==> src/rtl/inst_pkg.sv <==
// Shared instruction-format definitions for the instruction writer and reader.
// Field layout: opcode [15:12], buf_id [11:10], mem_loc [9:0].
package inst_pkg;

  localparam int INST_WIDTH     = 16;
  localparam int OPCODE_WIDTH   = 4;
  localparam int BUF_ID_WIDTH   = 2;
  localparam int MEM_LOC_WIDTH  = 10;
  localparam int TILE_CNT_WIDTH = 8;

  localparam int OPCODE_LSB  = 12;
  localparam int BUF_ID_LSB  = 10;
  localparam int MEM_LOC_LSB = 0;

  localparam logic [OPCODE_WIDTH-1:0] OP_LD       = 4'b0010;
  localparam logic [OPCODE_WIDTH-1:0] OP_ST       = 4'b0011;
  localparam logic [OPCODE_WIDTH-1:0] OP_GEMM     = 4'b0100;
  localparam logic [OPCODE_WIDTH-1:0] OP_DRAINSYS = 4'b0101;

  localparam logic [BUF_ID_WIDTH-1:0] BUF_A = 2'd0;
  localparam logic [BUF_ID_WIDTH-1:0] BUF_B = 2'd1;
  localparam logic [BUF_ID_WIDTH-1:0] BUF_C = 2'd2;

  typedef enum logic [2:0] {
    S_IDLE,
    S_LD_A,
    S_LD_B,
    S_GEMM,
    S_DRAIN,
    S_ST,
    S_DONE
  } state_e;

endpackage

==> src/rtl/inst_encoder.sv <==
// Combinational packer: opcode / buf_id / mem_loc into one instruction word.
module inst_encoder
  import inst_pkg::*;
(
  input  logic [OPCODE_WIDTH-1:0]  opcode_i,
  input  logic [BUF_ID_WIDTH-1:0]  buf_id_i,
  input  logic [MEM_LOC_WIDTH-1:0] mem_loc_i,
  output logic [INST_WIDTH-1:0]    inst_o
);

  always_comb begin
    inst_o = '0;
    inst_o[OPCODE_LSB  +: OPCODE_WIDTH]  = opcode_i;
    inst_o[BUF_ID_LSB  +: BUF_ID_WIDTH]  = buf_id_i;
    inst_o[MEM_LOC_LSB +: MEM_LOC_WIDTH] = mem_loc_i;
  end

endmodule

==> src/rtl/inst_writer.sv <==
// Per-tile instruction sequencer (LD A, LD B, GEMM, [DRAINSYS], ST C) with valid/ready output.
// Define INST_WRITER_DRAIN_EN to include the DRAINSYS step after each GEMM.
module inst_writer
  import inst_pkg::*;
(
  input  logic                      clk,
  input  logic                      rst,
  input  logic                      start,
  input  logic [TILE_CNT_WIDTH-1:0] num_tiles,
  input  logic [MEM_LOC_WIDTH-1:0]  base_a,
  input  logic [MEM_LOC_WIDTH-1:0]  base_b,
  input  logic [MEM_LOC_WIDTH-1:0]  base_c,
  input  logic [MEM_LOC_WIDTH-1:0]  stride,
  output logic [INST_WIDTH-1:0]     inst,
  output logic                      inst_valid,
  input  logic                      inst_ready,
  output logic                      busy,
  output logic                      done,
  output logic [TILE_CNT_WIDTH-1:0] tile_idx
);

  state_e                    state_q, state_d;
  logic [TILE_CNT_WIDTH-1:0] tile_idx_q, tile_idx_d;
  logic [TILE_CNT_WIDTH-1:0] num_tiles_q, num_tiles_d;
  logic [MEM_LOC_WIDTH-1:0]  addr_a_q, addr_a_d;
  logic [MEM_LOC_WIDTH-1:0]  addr_b_q, addr_b_d;
  logic [MEM_LOC_WIDTH-1:0]  addr_c_q, addr_c_d;
  logic [MEM_LOC_WIDTH-1:0]  stride_q, stride_d;
  logic [INST_WIDTH-1:0]     inst_q, inst_d;
  logic                      inst_valid_q, inst_valid_d;

  logic                      hs;
  logic                      last_tile;
  logic                      emit;
  logic [OPCODE_WIDTH-1:0]   op_sel;
  logic [BUF_ID_WIDTH-1:0]   buf_sel;
  logic [MEM_LOC_WIDTH-1:0]  loc_sel;
  logic [INST_WIDTH-1:0]     enc_inst;

  assign hs        = inst_valid_q && inst_ready;
  assign last_tile = (tile_idx_q == (num_tiles_q - TILE_CNT_WIDTH'(1)));

  always_comb begin
    state_d     = state_q;
    tile_idx_d  = tile_idx_q;
    num_tiles_d = num_tiles_q;
    addr_a_d    = addr_a_q;
    addr_b_d    = addr_b_q;
    addr_c_d    = addr_c_q;
    stride_d    = stride_q;
    case (state_q)
      S_IDLE: begin
        if (start) begin
          num_tiles_d = num_tiles;
          stride_d    = stride;
          addr_a_d    = base_a;
          addr_b_d    = base_b;
          addr_c_d    = base_c;
          tile_idx_d  = '0;
          state_d     = (num_tiles == '0) ? S_DONE : S_LD_A;
        end
      end
      S_LD_A: if (hs) state_d = S_LD_B;
      S_LD_B: if (hs) state_d = S_GEMM;
`ifdef INST_WRITER_DRAIN_EN
      S_GEMM: if (hs) state_d = S_DRAIN;
`else
      S_GEMM: if (hs) state_d = S_ST;
`endif
      S_DRAIN: if (hs) state_d = S_ST;
      S_ST: begin
        if (hs) begin
          // Addresses wrap modulo 2^MEM_LOC_WIDTH; the carry is dropped on purpose.
          addr_a_d = addr_a_q + stride_q;
          addr_b_d = addr_b_q + stride_q;
          addr_c_d = addr_c_q + stride_q;
          if (last_tile) begin
            state_d = S_DONE;
          end else begin
            tile_idx_d = tile_idx_q + TILE_CNT_WIDTH'(1);
            state_d    = S_LD_A;
          end
        end
      end
      S_DONE:  state_d = S_IDLE;
      default: state_d = S_IDLE;
    endcase
  end

  // The instruction register is loaded with the word for the state being entered,
  // so it stays unchanged while a handshake is pending.
  always_comb begin
    op_sel  = OP_LD;
    buf_sel = BUF_A;
    loc_sel = '0;
    emit    = 1'b1;
    case (state_d)
      S_LD_A:  loc_sel = addr_a_d;
      S_LD_B: begin
        buf_sel = BUF_B;
        loc_sel = addr_b_d;
      end
      S_GEMM: begin
        op_sel  = OP_GEMM;
        buf_sel = BUF_C;
      end
      S_DRAIN: begin
        op_sel  = OP_DRAINSYS;
        buf_sel = BUF_C;
      end
      S_ST: begin
        op_sel  = OP_ST;
        buf_sel = BUF_C;
        loc_sel = addr_c_d;
      end
      default: emit = 1'b0;
    endcase
    inst_d       = emit ? enc_inst : '0;
    inst_valid_d = emit;
  end

  inst_encoder u_encoder (
    .opcode_i  (op_sel),
    .buf_id_i  (buf_sel),
    .mem_loc_i (loc_sel),
    .inst_o    (enc_inst)
  );

  always_ff @(posedge clk or posedge rst) begin
    if (rst) begin
      state_q      <= S_IDLE;
      tile_idx_q   <= '0;
      num_tiles_q  <= '0;
      addr_a_q     <= '0;
      addr_b_q     <= '0;
      addr_c_q     <= '0;
      stride_q     <= '0;
      inst_q       <= '0;
      inst_valid_q <= 1'b0;
    end else begin
      state_q      <= state_d;
      tile_idx_q   <= tile_idx_d;
      num_tiles_q  <= num_tiles_d;
      addr_a_q     <= addr_a_d;
      addr_b_q     <= addr_b_d;
      addr_c_q     <= addr_c_d;
      stride_q     <= stride_d;
      inst_q       <= inst_d;
      inst_valid_q <= inst_valid_d;
    end
  end

  assign inst       = inst_q;
  assign inst_valid = inst_valid_q;
  assign busy       = (state_q != S_IDLE);
  assign done       = (state_q == S_DONE);
  assign tile_idx   = tile_idx_q;

endmodule

==> config.mk <==
export PLATFORM = sky130hd
export DESIGN_NAME = inst_writer
export DESIGN_NICKNAME = d
export VERILOG_FILES = /design/src/rtl/inst_pkg.sv /design/src/rtl/inst_encoder.sv /design/src/rtl/inst_writer.sv
export SDC_FILE = /design/constraint.sdc
export NUM_CORES = 1
export LEC_CHECK = 0
export CAP_MARGIN = 5
export CORE_UTILIZATION = 58
export DETAILED_ROUTE_END_ITERATION = 16
export MAX_ROUTING_LAYER = met4
export PLACE_DENSITY = 0.84
export SETUP_SLACK_MARGIN = 0.2
export SYNTH_ARGS = -nofsm -noshare
export SYNTH_HDL_FRONTEND = slang
export SYNTH_SLANG_ARGS = --single-unit
export TNS_END_PERCENT = 20
==> constraint.sdc <==
create_clock -name clk -period 4.1 [get_ports clk]
set_input_delay 0.615 -clock clk [delete_from_list [all_inputs] [get_ports clk]]
set_output_delay 0.615 -clock clk [all_outputs]
set_load 0.01 [all_outputs]
-- Yosys cells after proc, flatten, opt, wreduce, memory -nomap -nowiden
Cells that the tools add are included.
- bits in registers: 76
- bits in latches: 0
- RAM bits: 0
- ROM bits: 0
- bits of input ports: 52
- output and inout bits: 27
- memories: 0
- add/sub/neg operators: 5
- $mul: 0
- div/mod/pow operators: 0
- $lt $le $gt $ge: 0
- equality and inequality tests: 15
- shift-type cells: 0
- multiplexer cells: 26
- bitwise gates (word level): 0
- reduce and logical (&&, ||, !) cells: 10
- operators by type and width (kind ; number):
    10-bit 2-to-1 mux ; 6
    10-bit case mux with 2 select lines ; 3
    10-bit adder ; 3
    10-bit case mux with 3 select lines ; 1
    8-bit 2-to-1 mux ; 3
    3-bit 2-to-1 mux ; 7
    16-bit 2-to-1 mux ; 1
    8-bit case mux with 2 select lines ; 1
    3-bit equality test (second input constant) ; 5
    3-bit case mux with 5 select lines ; 1
    3-bit by 2-bit equality test with 1-bit output (second input constant) ; 4
    3-bit case mux with 3 select lines ; 1
    8-bit by 1-bit adder with 8-bit output (second input constant) ; 1
    8-bit equality test ; 1
    8-bit logical NOT ; 1
    8-bit by 1-bit subtractor with 8-bit output (second input constant) ; 1
    3-bit by 1-bit equality test with 1-bit output (second input constant) ; 2
    2-bit inequality test (second input constant) ; 3
    5-bit OR reduction ; 1
    2-bit case mux with 2 select lines ; 1
    4-bit AND reduction ; 1
    3-bit logical NOT ; 1
    3-bit nonzero test ; 1
    3-bit OR reduction ; 1
    other kinds (5) ; 5

-- Depth between registers and ports, before layout
Gate-level depths: netlist of the first run.
- depth in word-level cells: 9
- gate-level depth with buffers: 11
- gate-level depth less buffers: 11

-- Hierarchy
From an unflattened synthesis of the first run, not the netlist that was laid out.
- cells, all modules: 543
- area, all modules: 4952.2 um^2
- modules (own cells, without submodules) (module ; times used ; cells each ; area an instance (um^2) ; seq. area each (um^2)):
    inst_writer ; 1 ; 527 ; 4832.1 ; 1901.8
    inst_encoder ; 1 ; 16 ; 120.1 ; 0.0

-- Worst setup path after synthesis of the first run
Ideal clock, no wire load.
- kind: flip-flop to flip-flop
- start point: register num_tiles_q[0]
- end point: register inst_q[9] (netlist: inst[9])
- data arrival time: 2.473 ns
- slack: 1.501 ns
- cell stages (with the launch flop): 12
- cells stage by stage: dfrtp_1 > inv_1 > ha_1 > o21bai_1 > a211o_1 > a31o_1 > a211oi_4 > o221ai_2 > and2_1 > buf_6 > and2_0 > a221o_1
- word-level cells in the longest chain between the ends: 9
- elaborated cells between the ends (all ways): 14
- those cells by class: add/sub (1); eq/ne (6); mux (6); reduce/logical (1)
- ends and longest elaborated chain (element ; RTL line ; text):
    start, declared ; inst_writer.sv:24 ; logic [TILE_CNT_WIDTH-1:0] num_tiles_q, num_tiles_d;
    start signal, assigned ; inst_writer.sv:143 ; num_tiles_q <= num_tiles_d;
    8-bit by 1-bit subtractor with 8-bit output * ; inst_writer.sv:41 ; assign last_tile = (tile_idx_q == (num_tiles_q - TILE_CNT_WIDTH'(1)));
    8-bit equality test * ; inst_writer.sv:41 ;
    3-bit 2-to-1 mux * ; inst_writer.sv:77 ; if (last_tile) begin
    3-bit 2-to-1 mux * ; inst_writer.sv:72 ; if (hs) begin
    3-bit case mux with 5 select lines * ; inst_writer.sv:51 ; case (state_q)
    named net state_d[0] ; inst_writer.sv:22 ; state_e state_q, state_d;
    3-bit equality test (tied with other cells) ; inst_writer.sv:97 ; case (state_d)
    5-bit OR reduction (no line) ; - ;
    1-bit 2-to-1 mux ; inst_writer.sv:97 ;
    16-bit 2-to-1 mux * ; inst_writer.sv:118 ; inst_d = emit ? enc_inst : '0;
    named net inst_d[9] ; inst_writer.sv:29 ; logic [INST_WIDTH-1:0] inst_q, inst_d;
    end signal, assigned ; inst_writer.sv:148 ; inst_q <= inst_d;
    end, declared ; inst_writer.sv:29 ;
The timed path passes the listed nets; every way through them passes the cells marked *.
A chain may end at the register's enable or synchronous reset.

-- Worst setup path in the final report of the first run
- start point: register num_tiles_q[0]
- end point: register inst_q[1] (netlist: inst[1])
Same word-level chain as after synthesis.

==> metrics.yaml, run 1 <==
relSlewSlack_pct: 33.8
grt_max_degree: 40
status: "finished, final reports clean"
syn_nets: 603
p_per_area_nw_per_um2: 815
worst_slack_ps: 900
peakVddDrop_v: 0.000587
place.gp.congestion: 0.948
finalClockSkew_ps: 11.4
grt_pass1_vias: 4319
routed_via_density: 6.25
grt_setup_unrepaired: "false"
hold_viol_final: 0
rr_worst_depth: 10
fin_area_um2: 5830
cts-resized-gates: 0
synth_edf_count: 0
diodes: 0
wire_per_inst_um: 18.6
hpwl_mm: 9.14
ff2ff_setup_slack_ps: 900
synth.avg_cell_area_um2: 9.14
synth_cell_types: 65
num_vias: 4361
drive_gt1_share_pct: 5.70
cpLargestDelayFamily: "compound AO/OA/AOI/OAI gates"
dieArea_um2: 8550
grt_pass1_wl_mm: 20.8
clock_path_buffers: 2
p_leak_nw: 2.74
synth_seq_cells: 75
yosysSeqAreaShare_pct: 39.6
end_kind: "register"
initial_core_util_pct: 60.8
first_iter_violations: 260
core_area_um2: 7810
grtUsageTotal_pct: 32.8
tritoncts: "done"
htree_levels: 3
drt-total-wl_mm: 13.0
cts_inserted_buffers: 9
cts_hold_buf: 0
cp_cell_sequence: "inv_1 > ha_1 > xor2_1 > nor2_1 > o31ai_2 > a211oi_4 > o221ai_2 > nor2b_1 > a22o_1 > a21o_1"
hp-class: "reg -> reg"
utilization_pct: 74.6
firstDrtPassIters: 6
finalSetupViolCount: 0
critPathMaxStageDelay_ps: 840
r2r-end: "inst[1]$_DFF_PP0_"
period_minus_slack_ps: 3200
clock-sinks: 75
synth_warnings: 0
max_clock_freq_mhz: 312
min_path_cells: 2
async_flop_share_pct: 100
timing.rr.start: "num_tiles_q[0]$_DFFE_PP0P_"
pin_count: 79
hold_end: "num_tiles_q[7]$_DFFE_PP0P_"
finalSetupTns_ps: 0
cp_num_buf_inv: 1
dpl_worst_slack_ps: 1030
netlist_area_um2: 4740
area_delta_synth_final_pct: 22.8
placed_area_um2: 5600
start_kind: "register"
die_w_um: 92.4
slowest_stage: "nor2b_1"
fin_nets: 676
synth-main-ff-cell: "dfrtp_1"
cts_setup_buffers: 0
grt-ovfl-total: 0
worst_slew_pin_slew_ps: 991
period_share_pct: 78.1
antenna_found_initial: 0
critPathLaunch: "num_tiles_q[0]$_DFFE_PP0P_"
worstHoldStart: "num_tiles_q[7]$_DFFE_PP0P_"
rows: 32
io_buffer_count: 77
critPathKind: "reg -> reg"
crit_arrival_ps: 3490
finalMaxSlewViolations: 0
ant_nets: 0
syn_inst: 519
dieHeight_um: 92.4
crit_fanout: 10
cts_root_buf: "clkbuf_8"
drcViolationCount: 0
max_cap_violations: 0
insertion_delay_ps: 350
cp.required_ps: 4390
path_clk_slew_ps: 80
sequential cells by signal, summed over array words and instances (netlist names):
signal	count
addr_b_q	10
num_tiles_q	8
inst_valid	1
addr_c_q	10
inst	15
tile_idx	8
addr_a_q	10
stride_q	10
state_q	3
kinds of logic (layout without fill, tap and decap cells):
family / Yosys count / in the layout / share of synthesized area [%]
AOI/OAI and AO/OA: 141 / 141 / 21.5
xor gates and xnor gates: 31 / 31 / 6.01
buffers and inverters: 38 / 115 / 3.38
other: 1 / 1 / 0.0790
DFF: 75 / 75 / 39.6
muxes: 6 / 6 / 1.27
and+or+nand+nor: 195 / 195 / 19.3
adders and majority gates: 32 / 32 / 8.91
power by group:
group / total, mW / switching, mW / leakage, nW / internal [mW]
clock: 0.657 / 0.284 / 0.115 / 0.373
combinational: 2.74 / 1.55 / 1.67 / 1.19
sequential: 1.35 / 0.305 / 0.955 / 1.04
total: 4.75 / 2.14 / 2.74 / 2.60
metrics by stage:
| stage | hold slack, ps | instances | power [mW] |
|---|---|---|---|
| 6_report | 528 | 698 | 4.75 |
| 3_5_place_dp | 510 | 683 | 4.00 |
| 2_1_floorplan | 466 | 519 | 3.25 |
| 5_1_grt | 550 | 698 | 5.07 |
| 4_1_cts | 530 | 698 | 4.70 |
| 3_3_place_gp | 498 | 683 | 3.87 |
cell usage after synthesis (3+ instances only):
cell type / number / area [um2]
nand2_1: 87 / 327
dfrtp_1: 75 / 1880
nor2_1: 39 / 146
o21ai_0: 31 / 155
ha_1: 29 / 363
a22oi_1: 22 / 165
xor2_1: 19 / 166
a21oi_1: 15 / 75.1
inv_1: 15 / 56.3
a21o_1: 13 / 97.6
clkbuf_1: 12 / 45.0
nor3_1: 12 / 60.1
nand2b_1: 11 / 68.8
xnor2_1: 11 / 96.3
a221o_1: 10 / 100
nor2b_1: 8 / 50.1
a211oi_1: 6 / 45.0
mux2i_1: 6 / 60.1
nand3_1: 6 / 30.0
buf_2: 5 / 25.0
nand4_1: 5 / 31.3
o211ai_1: 5 / 37.5
a31oi_1: 4 / 25.0
and2_1: 4 / 25.0
and3_1: 4 / 25.0
buf_1: 4 / 15.0
o21bai_1: 4 / 30.0
a32oi_1: 3 / 26.3
fa_1: 3 / 60.1
nand3b_1: 3 / 22.5
nor3b_1: 3 / 22.5
o2111ai_1: 3 / 26.3
worst max-delay path by stage:
stage	endpoint	slack (ps)	cells past startpoint
floorplan	inst[9]$_DFF_PP0_	1500	11
global placement	inst[1]$_DFF_PP0_	1080	10
detailed placement	inst[1]$_DFF_PP0_	1030	10
CTS	inst[1]$_DFF_PP0_	960	10
global route	inst[3]$_DFF_PP0_	750	10
finish	inst[1]$_DFF_PP0_	900	10
cells in the final DEF, fill, tap and decap left out, types with 4 or more instances in the layout:
cell             Yosys  final
a211oi_1             6      6
a21o_1              13     13
a21oi_1             15     15
a221o_1             10     10
a22oi_1             22     22
a31oi_1              4      4
and3_1               4      4
buf_4                1      8
clkbuf_8             0     11
clkdlybuf4s50_1      0     77
dfrtp_1             75     75
ha_1                29     29
inv_1               15     14
mux2i_1              6      6
nand2_1             87     87
nand2b_1            11     11
nand3_1              6      6
nand4_1              5      5
nor2_1              39     39
nor2b_1              8      8
nor3_1              12     12
o211ai_1             5      5
o21ai_0             31     31
o21bai_1             4      4
xnor2_1             11     11
xor2_1              19     19
area by class of cell:
class | instances | area [um2]
multi-input combinational | 406 | 2710
fill | 555 | 1980
sequential | 75 | 1880
timing repair buffer | 85 | 831
clock buffer | 11 | 151
tap | 102 | 128
clock inverter | 4 | 73.8
inverter | 15 | 56.3
per-layer routing:
layer / wire length, um / vias up / GRT usage, %
met3: 930 / 57 / 7.06
met1: 5410 / 2060 / 40.0
met4: 563 / 0 / 17.4
met5: 0 / - / -
met2: 6050 / 229 / 51.2
li1: - / 2015 / -
worst reg2reg max path, delay by kind of cell, from the launching register on:
family / cells / cell delay [ps]
AND/OR/NAND/NOR: 2 / 920
AO/OA/AOI/OAI: 5 / 1210
XOR/XNOR: 1 / 210
buffers and inverters: 1 / 90
adder cells (fa/ha/maj): 1 / 290
flip-flops: 1 / 430
No activity file was read; power rests on OpenSTA's default activity.
==> run 2, diff against run 1 <==
- CORE_UTILIZATION: 58 -> 49
- PLACE_DENSITY: 0.84 -> 0.75
- clock period: 4.1 -> 2.6 ns (I/O delays scaled with it)
==> metrics.yaml, run 2 (synthesis results as in run 1) <==
grt_use_met3_pct: 5.08  # -2.0 points
max_cap_violations: 0  # unchanged
fin_nets: 716  # +5.9%
num_vias: 4402  # +0.94%
worst_slew_pin_slew_ps: 575  # -416 ps
status: "complete, but fails checks"
cts_root_buf: "clkbuf_8"
hpwl_mm: 9.48  # +3.7%
critPathKind: "reg -> reg"
peakVddDrop_v: 0.000618  # +5.2%
firstDrtPassIters: 4  # -2
p_leak_nw: 2.95  # +7.9%
period_share_pct: 101  # +23 points
critPathLaunch: "num_tiles_q[0]$_DFFE_PP0P_"
place.gp.congestion: 0.902  # -4.9%
worst_slack_ps: -27.7  # -927 ps
finalSetupTns_ps: -27.8  # -27.8 ps
hold_viol_final: 0  # unchanged
clock-sinks: 75  # unchanged
end_kind: "register"
grtUsageTotal_pct: 28.3  # -4.5 points
area_delta_synth_final_pct: 33.4
insertion_delay_ps: 370  # +20 ps
p_per_area_nw_per_um2: 1280  # +57%
utilization_pct: 67.9  # -6.8 points
crit_fanout: 7  # -3
grt_max_degree: 36  # -10%
final_cell_mix: "87 x nand2_1, 77 x clkdlybuf4s50_1, 73 x dfrtp_1, 42 x buf_4, 37 x nor2_1"
cts_inserted_buffers: 9  # unchanged
whs_ps: 359  # -168 ps
cp.required_ps: 2850  # -1540 ps
first_iter_violations: 177  # -32%
dieHeight_um: 100  # +8.6%
initial_core_util_pct: 50.9  # -9.9 points
use_met1_pct: 35.4  # -4.6 points
timing.rr.start: "num_tiles_q[0]$_DFFE_PP0P_"
clock_path_buffers: 2  # unchanged
crit_arrival_ps: 2880  # -610 ps
finalClockSkew_ps: 8.03  # -3.41 ps
io_buffer_count: 77  # unchanged
antenna_found_initial: 0  # unchanged
relSlewSlack_pct: 61.5  # +28 points
start_kind: "register"
rows: 35  # +9.4%
wire_per_inst_um: 17.3  # -6.9%
hp-class: "in -> async"
core_area_um2: 9330  # +19%
pin_count: 79  # unchanged
ant_nets: 0  # unchanged
largest_register_ff_count: 15  # unchanged
cts_hold_buf: 0  # unchanged
grt-ovfl-total: 0  # unchanged
htree_levels: 3  # unchanged
drcViolationCount: 0  # unchanged
drive_gt1_share_pct: 16.0  # +10 points
die_w_um: 100  # +8.6%
routed_via_density: 5.75  # -8.0%
grt_pass1_vias: 4457  # +3.2%
drt-total-wl_mm: 13.2  # +2.2%
dieArea_um2: 10100  # +18%
violations: "setup timing"
grt_pass1_wl_mm: 21.2  # +1.8%
use_met2_pct: 44.9  # -6.3 points
tritoncts: "done"
final_common_cell: "nand2_1"
finalMaxSlewViolations: 0  # unchanged
max_clock_freq_mhz: 381  # +22%
period_minus_slack_ps: 2630  # -573 ps
diodes: 0  # unchanged
finalSetupViolCount: 2  # +2
grt_busiest_layer: "met2"
path_clk_slew_ps: 80  # about the same
grt_setup_unrepaired: "true"
run 2: through the flow:
| stage | total power, mW | instance area, um2 | instances | worst slack, ps |
|---|---|---|---|---|
| 6_report | 8.10 | 6330 | 766 | -27.7 |
| 5_1_grt | 8.71 | 6330 | 766 | -121 |
| 4_1_cts | 7.80 | 6220 | 761 | -35.0 |
| 3_5_place_dp | 6.67 | 5910 | 740 | -233 |
| 3_3_place_gp | 6.51 | 5910 | 740 | -139 |
| 2_1_floorplan | 5.18 | 4770 | 519 | 55.5 |
run 2: routing by layer:
metal  vias up  routed length [um]
li1       2099                   -
met1      2137                5650
met2       135                6480
met3        31                 745
met4         0                 371
met5         -                   0
run 2: final cells by class:
cell class                 instances  area, um2
clock buffer                      12        145
tap                              129        161
fill                             757       3000
inverter                          15       56.3
sequential                        75       1880
timing repair buffer             125       1170
multi-input combinational        406       2890
clock inverter                     4       26.3
run 2: power by group:
| part | leakage [nW] | internal (mW) | switching, mW |
|---|---|---|---|
| combinational | 1.91 | 2.47 | 2.72 |
| sequential | 0.953 | 1.65 | 0.441 |
| clock | 0.0863 | 0.372 | 0.448 |
| total | 2.95 | 4.49 | 3.61 |
run 2: worst max-delay path, cell delays in order (launching register included):
cell and delay (ps):
dfrtp_1 390, inv_2 70, ha_4 180, o21bai_1 150, a211o_1 260, a31o_1 260
a211oi_4 270, o221ai_4 150, buf_6 140, and2_4 170, a21boi_2 170, a221o_1 290
run 2: repair_timing:
item / in CTS / in global routing
endpoints found under the hold margin: 0 / 0
gates resized for setup: 26 / 18
pin swaps: 21 / 15
endpoints found under the setup margin: 14 / 25
setup buffers: 5 / 5
gates cloned: 0 / 0
run 2: worst paths after layout:
check | slack (ps) | to | cells past startpoint
worst max register to register | -30 | inst[6]$_DFF_PP0_ | 11
min in group clk | 520 | addr_c_q[9]$_DFF_PP0_ | 1
worst min register to register | 520 | addr_c_q[9]$_DFF_PP0_ | 1
worst max-delay path | -30 | inst[6]$_DFF_PP0_ | 11
max in group asynchronous | 1580 | stride_q[2]$_DFFE_PP0P_ | 3
worst min-delay path | 360 | addr_c_q[0]$_DFF_PP0_ | 2
